## src/rtl/rom_port_arbiter.sv

```systemverilog
// Two-port (fetch/load) arbiter in front of a single-beat ROM read port.
// One transaction in flight: grant, issue to the ROM with timeout, one-cycle response.
module rom_port_arbiter #(
  parameter int ROM_BYTES = 1024,
  parameter int TIMEOUT   = 15
) (
  input  logic        clk,
  input  logic        reset,

  input  logic        if_req_valid,
  input  logic [31:0] if_req_addr,
  output logic        if_req_ready,
  output logic        if_rsp_valid,
  output logic [31:0] if_rsp_data,
  output logic        if_rsp_err,

  input  logic        ls_req_valid,
  input  logic [31:0] ls_req_addr,
  output logic        ls_req_ready,
  output logic        ls_rsp_valid,
  output logic [31:0] ls_rsp_data,
  output logic        ls_rsp_err,

  output logic        rom_tx_valid,
  output logic [31:0] rom_addr,
  input  logic        rom_tx_ready,
  input  logic [31:0] rom_data
);

  // state | meaning
  // IDLE  | waiting for a request; grants one port per cycle
  // ISSUE | ROM read outstanding; first cycle ignores rom_tx_ready
  // RESP  | one-cycle response pulse to the granted port
  localparam logic [1:0] S_IDLE  = 2'd0;
  localparam logic [1:0] S_ISSUE = 2'd1;
  localparam logic [1:0] S_RESP  = 2'd2;

  localparam int            CW        = $clog2(TIMEOUT + 1);
  localparam logic [31:0]   ADDR_MAX  = 32'(ROM_BYTES - 4);
  localparam logic [CW-1:0] TIMEOUT_C = CW'(TIMEOUT);
  localparam logic [CW-1:0] CNT_ONE   = CW'(1);
  localparam logic [CW-1:0] CNT_ZERO  = '0;

  logic [1:0]    state;
  logic [1:0]    state_nxt;
  logic [31:0]   addr_q;
  logic          port_q;       // 0 = fetch, 1 = load
  logic          last_grant;   // 0 = fetch, 1 = load
  logic [CW-1:0] wait_cnt;

  logic [31:0]   if_data_q;
  logic [31:0]   ls_data_q;
  logic          if_err_q;
  logic          ls_err_q;

  logic          grant_any;
  logic          grant_ls;
  logic [31:0]   grant_addr;
  logic          grant_err;
  logic          rom_ok;
  logic          rom_to;
  logic          fin_valid;
  logic          fin_port;
  logic [31:0]   fin_data;
  logic          fin_err;

  // On a tie the port not granted last wins; a lone requester always wins.
  always_comb begin
    grant_any  = if_req_valid | ls_req_valid;
    grant_ls   = ls_req_valid & (~if_req_valid | ~last_grant);
    grant_addr = grant_ls ? ls_req_addr : if_req_addr;
    grant_err  = (grant_addr[1:0] != 2'b00) || (grant_addr > ADDR_MAX);
  end

  always_comb begin
    rom_ok = (state == S_ISSUE) && (wait_cnt != CNT_ZERO) && rom_tx_ready;
    rom_to = (state == S_ISSUE) && !rom_ok && ((wait_cnt + CNT_ONE) == TIMEOUT_C);
  end

  // Completion event: loads the granted port's response registers.
  always_comb begin
    fin_valid = 1'b0;
    fin_port  = port_q;
    fin_data  = 32'd0;
    fin_err   = 1'b0;
    if (state == S_IDLE && grant_any && grant_err) begin
      fin_valid = 1'b1;
      fin_port  = grant_ls;
      fin_err   = 1'b1;
    end else if (rom_ok) begin
      fin_valid = 1'b1;
      fin_data  = rom_data;
    end else if (rom_to) begin
      fin_valid = 1'b1;
      fin_err   = 1'b1;
    end
  end

  always_comb begin
    state_nxt = state;
    case (state)
      S_IDLE: begin
        if (grant_any) state_nxt = grant_err ? S_RESP : S_ISSUE;
      end
      S_ISSUE: begin
        if (rom_ok || rom_to) state_nxt = S_RESP;
      end
      S_RESP:  state_nxt = S_IDLE;
      default: state_nxt = S_IDLE;
    endcase
  end

  always_ff @(posedge clk) begin
    if (reset) begin
      state      <= S_IDLE;
      addr_q     <= 32'd0;
      port_q     <= 1'b0;
      last_grant <= 1'b1;
      wait_cnt   <= CNT_ZERO;
    end else begin
      state <= state_nxt;
      if (state == S_IDLE && grant_any) begin
        addr_q     <= grant_addr;
        port_q     <= grant_ls;
        last_grant <= grant_ls;
        wait_cnt   <= CNT_ZERO;
      end else if (state == S_ISSUE) begin
        wait_cnt <= wait_cnt + CNT_ONE;
      end
    end
  end

  // Response data/err hold until the same port's next response.
  always_ff @(posedge clk) begin
    if (reset) begin
      if_data_q <= 32'd0;
      ls_data_q <= 32'd0;
      if_err_q  <= 1'b0;
      ls_err_q  <= 1'b0;
    end else if (fin_valid) begin
      if (fin_port) begin
        ls_data_q <= fin_data;
        ls_err_q  <= fin_err;
      end else begin
        if_data_q <= fin_data;
        if_err_q  <= fin_err;
      end
    end
  end

  always_comb begin
    if_req_ready = (state == S_IDLE) && grant_any && !grant_ls;
    ls_req_ready = (state == S_IDLE) && grant_ls;
    if_rsp_valid = (state == S_RESP) && !port_q;
    ls_rsp_valid = (state == S_RESP) && port_q;
    if_rsp_data  = if_data_q;
    ls_rsp_data  = ls_data_q;
    if_rsp_err   = if_err_q;
    ls_rsp_err   = ls_err_q;
    rom_tx_valid = (state == S_ISSUE);
    rom_addr     = (state == S_ISSUE) ? addr_q : 32'd0;
  end

endmodule

```

## config.mk

```make
export PLATFORM = sky130hd
export DESIGN_NAME = rom_port_arbiter
export DESIGN_NICKNAME = d
export VERILOG_FILES = /design/src/rtl/rom_port_arbiter.sv
export SDC_FILE = /design/constraint.sdc
export NUM_CORES = 1
export LEC_CHECK = 0
export ABC_AREA = 1
export ABC_CLOCK_PERIOD_IN_PS = 2930
export BUFFER_PORTS_ARGS = -buffer_cell sky130_fd_sc_hd__buf_4
export CELL_PAD_IN_SITES_DETAIL_PLACEMENT = 1
export CELL_PAD_IN_SITES_GLOBAL_PLACEMENT = 1
export CORE_MARGIN = 2
export CORE_UTILIZATION = 34
export CTS_CLUSTER_SIZE = 12
export DETAILED_ROUTE_END_ITERATION = 8
export PLACE_DENSITY = 0.95
export SKIP_LAST_GASP = 1
export SYNTH_ARGS = -nofsm -noshare
export SYNTH_HDL_FRONTEND = slang
export SYNTH_SLANG_ARGS = --single-unit
export TNS_END_PERCENT = 5
```

## constraint.sdc

```tcl
create_clock -name clk -period 2.93 [get_ports clk]
set_input_delay 0.1465 -clock clk [delete_from_list [all_inputs] [get_ports clk]]
set_output_delay 0.1465 -clock clk [all_outputs]
set_load 0.1 [all_outputs]
```

# Word level (Yosys, flattened, before mapping)
# Cells that the tools add are included.
# word_totals
register_bits	106
input_bits	101
output_inout_bits	103
# op_classes
n_lt_le_gt_ge	1
bitwise	6
n_eq_ne	5
reduce_logical	22
muxes	14
n_addsub	1
# ops
operator	n
32-bit 2-to-1 mux	4
32-bit by 10-bit > comparator with 1-bit output (second input constant)	1
1-bit logical AND	10
1-bit 2-to-1 mux	6
2-bit 2-to-1 mux	3
2-bit AND reduction	3
4-bit by 1-bit adder with 4-bit output (second input constant)	1
4-bit == test (second input constant)	1
2-bit one-hot mux with 2 select lines	1
4-bit nonzero test	1
1-bit logical NOT	3
1-bit inverter	3
2-bit by 1-bit == test with 1-bit output (second input constant)	1
2-bit == test (second input constant)	1
2-bit logical NOT	1
1-bit logical OR	2
2-bit by 1-bit inequality test with 1-bit output (second input constant)	1
2-bit inequality test (second input constant)	1
1-bit OR	2
2-bit nonzero test	1
2-bit OR reduction	1
1-bit AND	1

# Longest topological paths before layout
# Gate-level depths: netlist (run 1).
# logic_depth
depth_word	10
ltp_mapped	16
depth_no_buf	15

# Worst setup path after synthesis (run 1)
# Ideal clock, no wire load.
# synth_path
kind	flip-flop to output port
from	reg state[0]
to	out rom_addr[10]
required_time_ps	2784
setup_slack_ps	-552
stages_incl_launch_ff	6
t_arrival_ps	3336
path_cell_list	dfxtp_1 inv_1 nor2_2 clkinv_1 clkbuf_1 nor2_1
# synth_via
elab_chain_len	2
# synth_rtl
element	line_no	text
from (decl)	44	logic [1:0] state;
from (signal assigned)	121	state <= state_nxt;
2-bit by 1-bit == test with 1-bit output	--	
via rom_tx_valid	24	output logic rom_tx_valid,
32-bit 2-to-1 mux	161	rom_addr = (state == S_ISSUE) ? addr_q : 32'd0;
to (decl)	25	output logic [31:0] rom_addr,
# The timed path passes the listed nets, and every way through them passes these cells.

# Final worst setup path (run 1)
# layout_path
from	reg last_grant
to	reg ls_data_q[17], in the netlist ls_rsp_data[17]
# layout_via
elab_chain_len	9
elab_cells_between_ends	12
classes_between	order compare: 1; mux: 4; bitwise: 3; reduce/logical: 4
# layout_rtl
element	line_no	text
from (decl)	48	logic last_grant;
from (signal assigned)	125	last_grant <= grant_ls;
1-bit inverter (*)	70	grant_ls = ls_req_valid & (~if_req_valid | ~last_grant);
1-bit OR (*)	70	
1-bit AND (*)	70	
32-bit 2-to-1 mux	71	grant_addr = grant_ls ? ls_req_addr : if_req_addr;
32-bit by 10-bit > comparator with 1-bit output / 2-bit nonzero test (equally long branches)	72	grant_err = (grant_addr[1:0] != 2'b00) || (grant_addr > ADDR_MAX);
1-bit logical OR	72	
1-bit logical AND	86	if (state == S_IDLE && grant_any && grant_err) begin
1-bit 2-to-1 mux	86	
2-bit AND reduction (no line)	--	
to (signal assigned)	142	ls_data_q <= fin_data;
to (decl)	52	logic [31:0] ls_data_q;
# Every way passes the cells marked *; elsewhere a longest branch is shown, timed or not.
# A chain may end at the register's enable or synchronous reset.

==> results.ini, run 1 <==
[outcome]
status = completed

[setup_path]
r2r-end = ls_rsp_data[17]$_SDFFE_PP0P_
cp.required_ns = 3.19
critPathSlowestCell = nand3_2
critical_path_arrival_ns = 2.92
end_kind = flip-flop
critPathLaunchType = flip-flop
critical_path_class = reg2reg
worstPathBufferInverterCount = 2
critical_path.most_common_cell = nand2_1
reg2regPathDepth = 15
cpLargestDelayFamily = simple AND/OR/NAND/NOR gates
rr_startpoint = last_grant$_SDFFE_PP1P_
path_cells = nand2_1, nand2_4, inv_1, nand2_1, nand2_1, nor2_1, nand2_1, nor2_1, nand3_2, nand2_2, nand2_1, nand3_2, buf_12, nand2_1, a21oi_1
cp_max_fo = 28
slowest_delay_ns = 0.35
r2r_slack_ns = 0.27

[timing]
period_minus_slack_ns = 2.66
tightest_slew_ns = 0.740
setup_viol = 0
hold_violations = 0
fin_crit_sh_pct = 90.7
finalClockSkew_ns = 0.0129
max_slew_margin_pct = 50.4
finalWorstSetupSlack_ns = 0.272
drv_slew = 0
max_freq_mhz = 376

[clocking]
clkTransAtPathRegs_ns = 0.07
h-tree-depth = 3
cts_tree = done
post_cts_buffers = 0
cts-root-buf = clkbuf_16
cts-hold-fix-buffers = 0
ctsResizeCount = 0
cts_made_buffers = 9
cts_sinks = 106
clock_latency_ns = 0.35
clk_path_buf_depth = 2

[synthesis]
yosys.area.top_type_share_pct = 44.8
synth_fa_ha_area_share_pct = 0.793
synth_ff_type = dfxtp_1
yosys_warnings = 0
synthDistinctLibCells = 25
syn-instance-count = 709
synth_xor_area_share_pct = 0.185
muxShareOfSynthArea_pct = 0
synth_seq_area_share_pct = 44.8
synth.area.top_cells = dfxtp_1 (45%), nand2_1 (16%), nor2_1 (8.0%)
synth_top_family_by_area = simple AND/OR/NAND/NOR gates
yosysTopAreaCell = dfxtp_1
ys_ff_latch = 106
syn_area_mm2 = 0.00473
synth-simple-area-share_pct = 31.7
syn-num-nets = 813
synth_compound_area_share_pct = 12.1
syn_area_per_cell_um2 = 6.67
synth_common_cells = nand2_1 (205), dfxtp_1 (106), nor2_1 (101), inv_1 (76), a21oi_1 (73)
async_flop_share_pct = 0
yosysMostFrequentCell = nand2_1
synth_edf_count = 0

[hold_path]
worstHoldStart = if_req_addr[3]
hold_class = in2reg
hold_depth = 3
hold_path_end = addr_q[3]$_SDFFE_PP0P_

[cells_and_area]
area_delta_synth_final_pct = 42.8
layoutNonFillerInstCount = 1077
final_layout_size_suffix_gt1_share_pct = 30.3
fin_nets = 996
n_antenna_cell = 0
fillCellCount = 1830

[placement]
place_ws_ns = 0.105
placed_cells = 1061
place_congestion = 0.882
hpwl_mm = 12.0
numPortBuffers = 203

[power_and_ir_drop]
peakVddDrop_mv = 0.246
total_power_mw = 3.18
leakagePower_nw = 3.07
power.density_mw_per_mm2 = 470

[global_routing]
grt-ovfl-total = 0
grt_max_degree = 70
antenna_found_initial = 0
grt_use_total_pct = 22.2
grt_pass1_wl_mm = 26.3
grt_pass1_vias = 5467

[drt]
drc_errors = 0
viasPerCell = 4.82
antenna_left = 0
drt_iter0_drc = 257
vias = 5196
dr.pass1.iters = 4
routed_wl_mm = 16.4
wl_per_cell_um = 15.3

[floorplanning]
dieHeight_um = 122
num_rows = 43
start_util_pct = 34.5
fp.coreArea_mm2 = 0.0137
die_w_um = 122
dieArea_mm2 = 0.0149
io-pin-count = 204

[run]
drv_cap = 0

-- report_power, final --
part | switching, mW | internal [mW]
sequential | 0.0143 | 1.48
clock | 0.579 | 0.594
combinational | 0.328 | 0.176
total | 0.921 | 2.25
-- cell families after synthesis --
kind of cell,count (synthesis)
and+or+nand+nor,370
adders and majority gates,3
AOI/OAI and AO/OA,108
DFF,106
xor gates and xnor gates,1
buffers and inverters,121
-- stage by stage --
step / hold slack, ns / area, um^2 / util (%) / setup TNS (ns)
3_5_place_dp: 0.454 / 6460 / 47.1 / 0
5_1_grt: 0.128 / 6760 / 49.3 / -0.0209
2_1_floorplan: 0.365 / 4810 / - / -6.77
4_1_cts: 0.117 / 6750 / 49.2 / 0
3_3_place_gp: 0.440 / 6460 / 47.1 / 0
6_report: 0.128 / 6760 / 49.3 / 0
-- layer usage --
layer / part of all wire [%] / vias up / track usage, % / wire [um]
li1: - / 2572 / - / -
met1: 43 / 2463 / 26.7 / 7080
met2: 50 / 124 / 39.1 / 8180
met3: 3.6 / 37 / 3.42 / 599
met4: 3.5 / 0 / 9.77 / 579
met5: 0 / - / 0 / 0
-- placed cells by master, fill, tap and decap left out, types with 2 or more instances in the layout --
cell / n
nor3_1: 2
clkinv_1: 2
inv_8: 2
nand3_1: 51
o21ai_0: 25
clkbuf_16: 9
a21oi_1: 72
inv_1: 76
inv_6: 2
dfxtp_1: 106
o32ai_1: 8
nand3_2: 3
clkinvlp_4: 2
ha_1: 3
nor2_2: 31
nor2_1: 71
buf_4: 213
nand2_2: 3
nand2_1: 205
-- worst max path at each step --
stage	from	to	cells past startpoint
floorplan	state[0]$_SDFFE_PP0P_	rom_addr[0]	4
global placement	last_grant$_SDFFE_PP1P_	if_rsp_data[25]$_SDFFE_PP0P_	13
detailed placement	last_grant$_SDFFE_PP1P_	if_rsp_data[16]$_SDFFE_PP0P_	13
CTS	last_grant$_SDFFE_PP1P_	if_rsp_data[16]$_SDFFE_PP0P_	13
global route	last_grant$_SDFFE_PP1P_	ls_rsp_data[17]$_SDFFE_PP0P_	15
finish	last_grant$_SDFFE_PP1P_	ls_rsp_data[17]$_SDFFE_PP0P_	15
-- flip-flops by register name, summed over array words and instances, names as in the netlist --
name / cells
wait_cnt: 4
addr_q: 32
ls_rsp_err: 1
port_q: 1
if_rsp_err: 1
ls_rsp_data: 32
last_grant: 1
if_rsp_data: 32
state: 2
-- cell type report --
| cell class | instances | area [um^2] | share of cell area (%) |
|---|---|---|---|
| clock buffers | 9 | 225 | 3.33 |
| inverters | 79 | 297 | 4.39 |
| repair buffers | 214 | 1620 | 24.0 |
| flip-flops and latches | 106 | 2120 | 31.4 |
| clock inverters | 7 | 60.1 | 0.889 |
| multi-input cells | 482 | 2210 | 32.7 |
| well taps | 180 | 225 | 3.33 |
-- worst reg2reg max path: stages (launching register included) --
cell	delay, ns
dfxtp_1	0.34
nand2_1	0.10
nand2_4	0.26
inv_1	0.17
nand2_1	0.10
nand2_1	0.07
nor2_1	0.11
nand2_1	0.06
nor2_1	0.15
nand3_2	0.13
nand2_2	0.15
nand2_1	0.15
nand3_2	0.35
buf_12	0.21
nand2_1	0.07
a21oi_1	0.15
No activity file was read; power rests on OpenSTA's default activity.
==> run 2, diff against run 1 <==
- PLACE_DENSITY: 0.95 -> 0.89
==> run 2 against run 1 <==
- flip-flop and latch count did not move
- via count rose by 0.17%
- die area did not move
- non-clock buffer count rose by 1
- first-iteration DRC count fell by 4.7%
- clock skew fell by 0.0070 ns
- critical path depth did not move
- highest routed layer unchanged
- sequential power barely moved
- routed wire length rose by 1.2%
- largest power group unchanged
- clock power rose by 6%
- register-to-register slack got worse by 0.07 ns
- fmax fell by 2.5%
==> results.ini, run 2 (synthesis results as in run 1) <==
[clocking]
clkTransAtPathRegs_ns = 0.07  ; about the same
post_cts_buffers = 0  ; unchanged
cts_sinks = 106  ; unchanged
h-tree-depth = 3  ; unchanged
clock_latency_ns = 0.35  ; about the same
clk_path_buf_depth = 2  ; unchanged
cts_tree = done  ; unchanged
cts-root-buf = clkbuf_16  ; unchanged
cts_made_buffers = 9  ; unchanged

[outcome]
status = completed  ; unchanged

[setup_path]
cp_max_fo = 33  ; was 28
critical_path_class = reg2reg  ; unchanged
critical_path_arrival_ns = 3.00  ; was 2.92 ns
cp-startpoint = last_grant$_SDFFE_PP1P_  ; unchanged
cp.required_ns = 3.20  ; was 3.19 ns
critPathLaunchType = flip-flop  ; unchanged
rr_startpoint = last_grant$_SDFFE_PP1P_  ; unchanged
r2r_slack_ns = 0.20  ; was 0.27 ns
end_kind = flip-flop  ; unchanged

[floorplanning]
dieHeight_um = 122  ; unchanged
dieArea_mm2 = 0.0149  ; unchanged
start_util_pct = 34.5  ; unchanged
num_rows = 43  ; unchanged
die_w_um = 122  ; unchanged
io-pin-count = 204  ; unchanged
fp.coreArea_mm2 = 0.0137  ; unchanged

[drt]
dr.pass1.iters = 4  ; unchanged
vias = 5205  ; was 5196
viasPerCell = 4.83  ; was 4.82
antenna_left = 0  ; unchanged
routed_wl_mm = 16.6  ; was 16.4 mm
drt_iter0_drc = 245  ; was 257
drc_errors = 0  ; unchanged
wl_per_cell_um = 15.4  ; was 15.3 um

[run]
drv_cap = 0  ; unchanged

[hold_path]
worstHoldStart = reset  ; was if_req_addr[3]
hold_class = in2reg  ; unchanged

[power_and_ir_drop]
power.density_mw_per_mm2 = 480  ; was 470 mW/mm^2
seq_power_share_pct = 46.1  ; was 47.2%
combPwrFrac_pct = 15.6  ; was 15.9%
switching_power_uw = 895  ; was 921 uW
intPower_mw = 2.36  ; was 2.25 mW
switching_share_pct = 27.5  ; was 29.0%
power.share.clock_pct = 38.3  ; was 36.9%
leakagePower_nw = 3.08  ; was 3.07 nW
peakVddDrop_mv = 0.262  ; was 0.246 mV
total_power_mw = 3.25  ; was 3.18 mW

[timing]
hold_violations = 0  ; unchanged
max_freq_mhz = 367  ; was 376 MHz
tightest_slew_ns = 0.871  ; was 0.740 ns
whs_ns = 0.0864  ; was 0.128 ns
rsz0062_at_grt = yes
setup_viol = 0  ; unchanged
fin_crit_sh_pct = 93.0  ; was 90.7%
drv_slew = 0  ; unchanged
max_slew_margin_pct = 41.8  ; was 50.4%
finalClockSkew_ns = 0.00596  ; was 0.0129 ns
tns_ns = 0  ; unchanged
period_minus_slack_ns = 2.73  ; was 2.66 ns
finalWorstSetupSlack_ns = 0.205  ; was 0.272 ns

[cells_and_area]
final_util_pct = 49.4  ; was 49.3%
fin_nets = 997  ; was 996
area_delta_synth_final_pct = 43.3  ; was 42.8%
fillCellCount = 1813  ; was 1830
final_layout_size_suffix_gt1_share_pct = 30.3  ; about the same
n_antenna_cell = 0  ; unchanged
fin_area_mm2 = 0.00678  ; was 0.00676 mm^2
final_common_cell = buf_4  ; unchanged
mostFrequentLayoutCells = buf_4 (213), nand2_1 (205), dfxtp_1 (106)  ; unchanged
layoutNonFillerInstCount = 1078  ; was 1077

[placement]
numPortBuffers = 203  ; unchanged
placed_cells = 1062  ; was 1061
hpwl_mm = 11.8  ; was 12.0 mm
place_congestion = 0.806  ; was 0.882
post_dp_cell_area_mm2 = 0.00647  ; was 0.00646 mm^2
place_ws_ns = 0.215  ; was 0.105 ns

[global_routing]
grt-ovfl-total = 0  ; unchanged
grt_pass1_wl_mm = 26.0  ; was 26.3 mm
grt_max_degree = 71  ; was 70
grt_use_total_pct = 22.2  ; about the same
grt_pass1_vias = 5356  ; was 5467
antenna_found_initial = 0  ; unchanged

-- run 2: final cells by class --
type	count	area (um^2)	share of cell area (%)
multi-input cells	482	2200	32.5
flip-flops and latches	106	2120	31.3
well taps	180	225	3.32
clock inverters	5	61.3	0.904
inverters	79	299	4.41
repair buffers	215	1630	24.0
clock buffers	11	243	3.58
-- run 2: per-layer routing --
layer	vias to the layer above	part of all wire, %	GRT usage (%)
met2	112	51	39.8
met5	-	0	0
met3	34	4.0	3.84
li1	2572	-	-
met1	2487	42	25.8
met4	0	3.1	9.70
-- run 2: what timing repair did --
action                     CTS  global route
gates resized for setup      1             2
hold buffers                 0             0
setup endpoints to repair    1            55
-- run 2: power groups by stage --
stage / clock network, mW / logic, mW / registers, mW
2_1_floorplan: 0 / 0.287 / 1.55
6_report: 1.24 / 0.509 / 1.50
3_5_place_dp: 0 / 0.503 / 1.53
5_1_grt: 1.33 / 0.560 / 1.50
4_1_cts: 1.27 / 0.510 / 1.50
3_3_place_gp: 0 / 0.495 / 1.53
-- run 2: final timing paths --
path | to | cells past startpoint
hold reg to reg | if_rsp_data[30]$_SDFFE_PP0P_ | 2
setup reg to reg | ls_rsp_data[29]$_SDFFE_PP0P_ | 15
hold / removal | wait_cnt[3]$_SDFFE_PP0P_ | 4
setup / recovery | ls_rsp_data[29]$_SDFFE_PP0P_ | 15
-- run 2: worst max-delay path: stages (launching register included) --
cell	delay, ns
dfxtp_1	0.34
nand2_1	0.11
nand2_4	0.27
inv_1	0.16
nand2_1	0.10
nand2_1	0.08
nor2_1	0.17
nand2_1	0.10
nor2_1	0.19
nand3_2	0.15
nand2_2	0.16
nand2_1	0.11
nand3_2	0.08
buf_4	0.34
nand2_1	0.10
a21oi_1	0.17
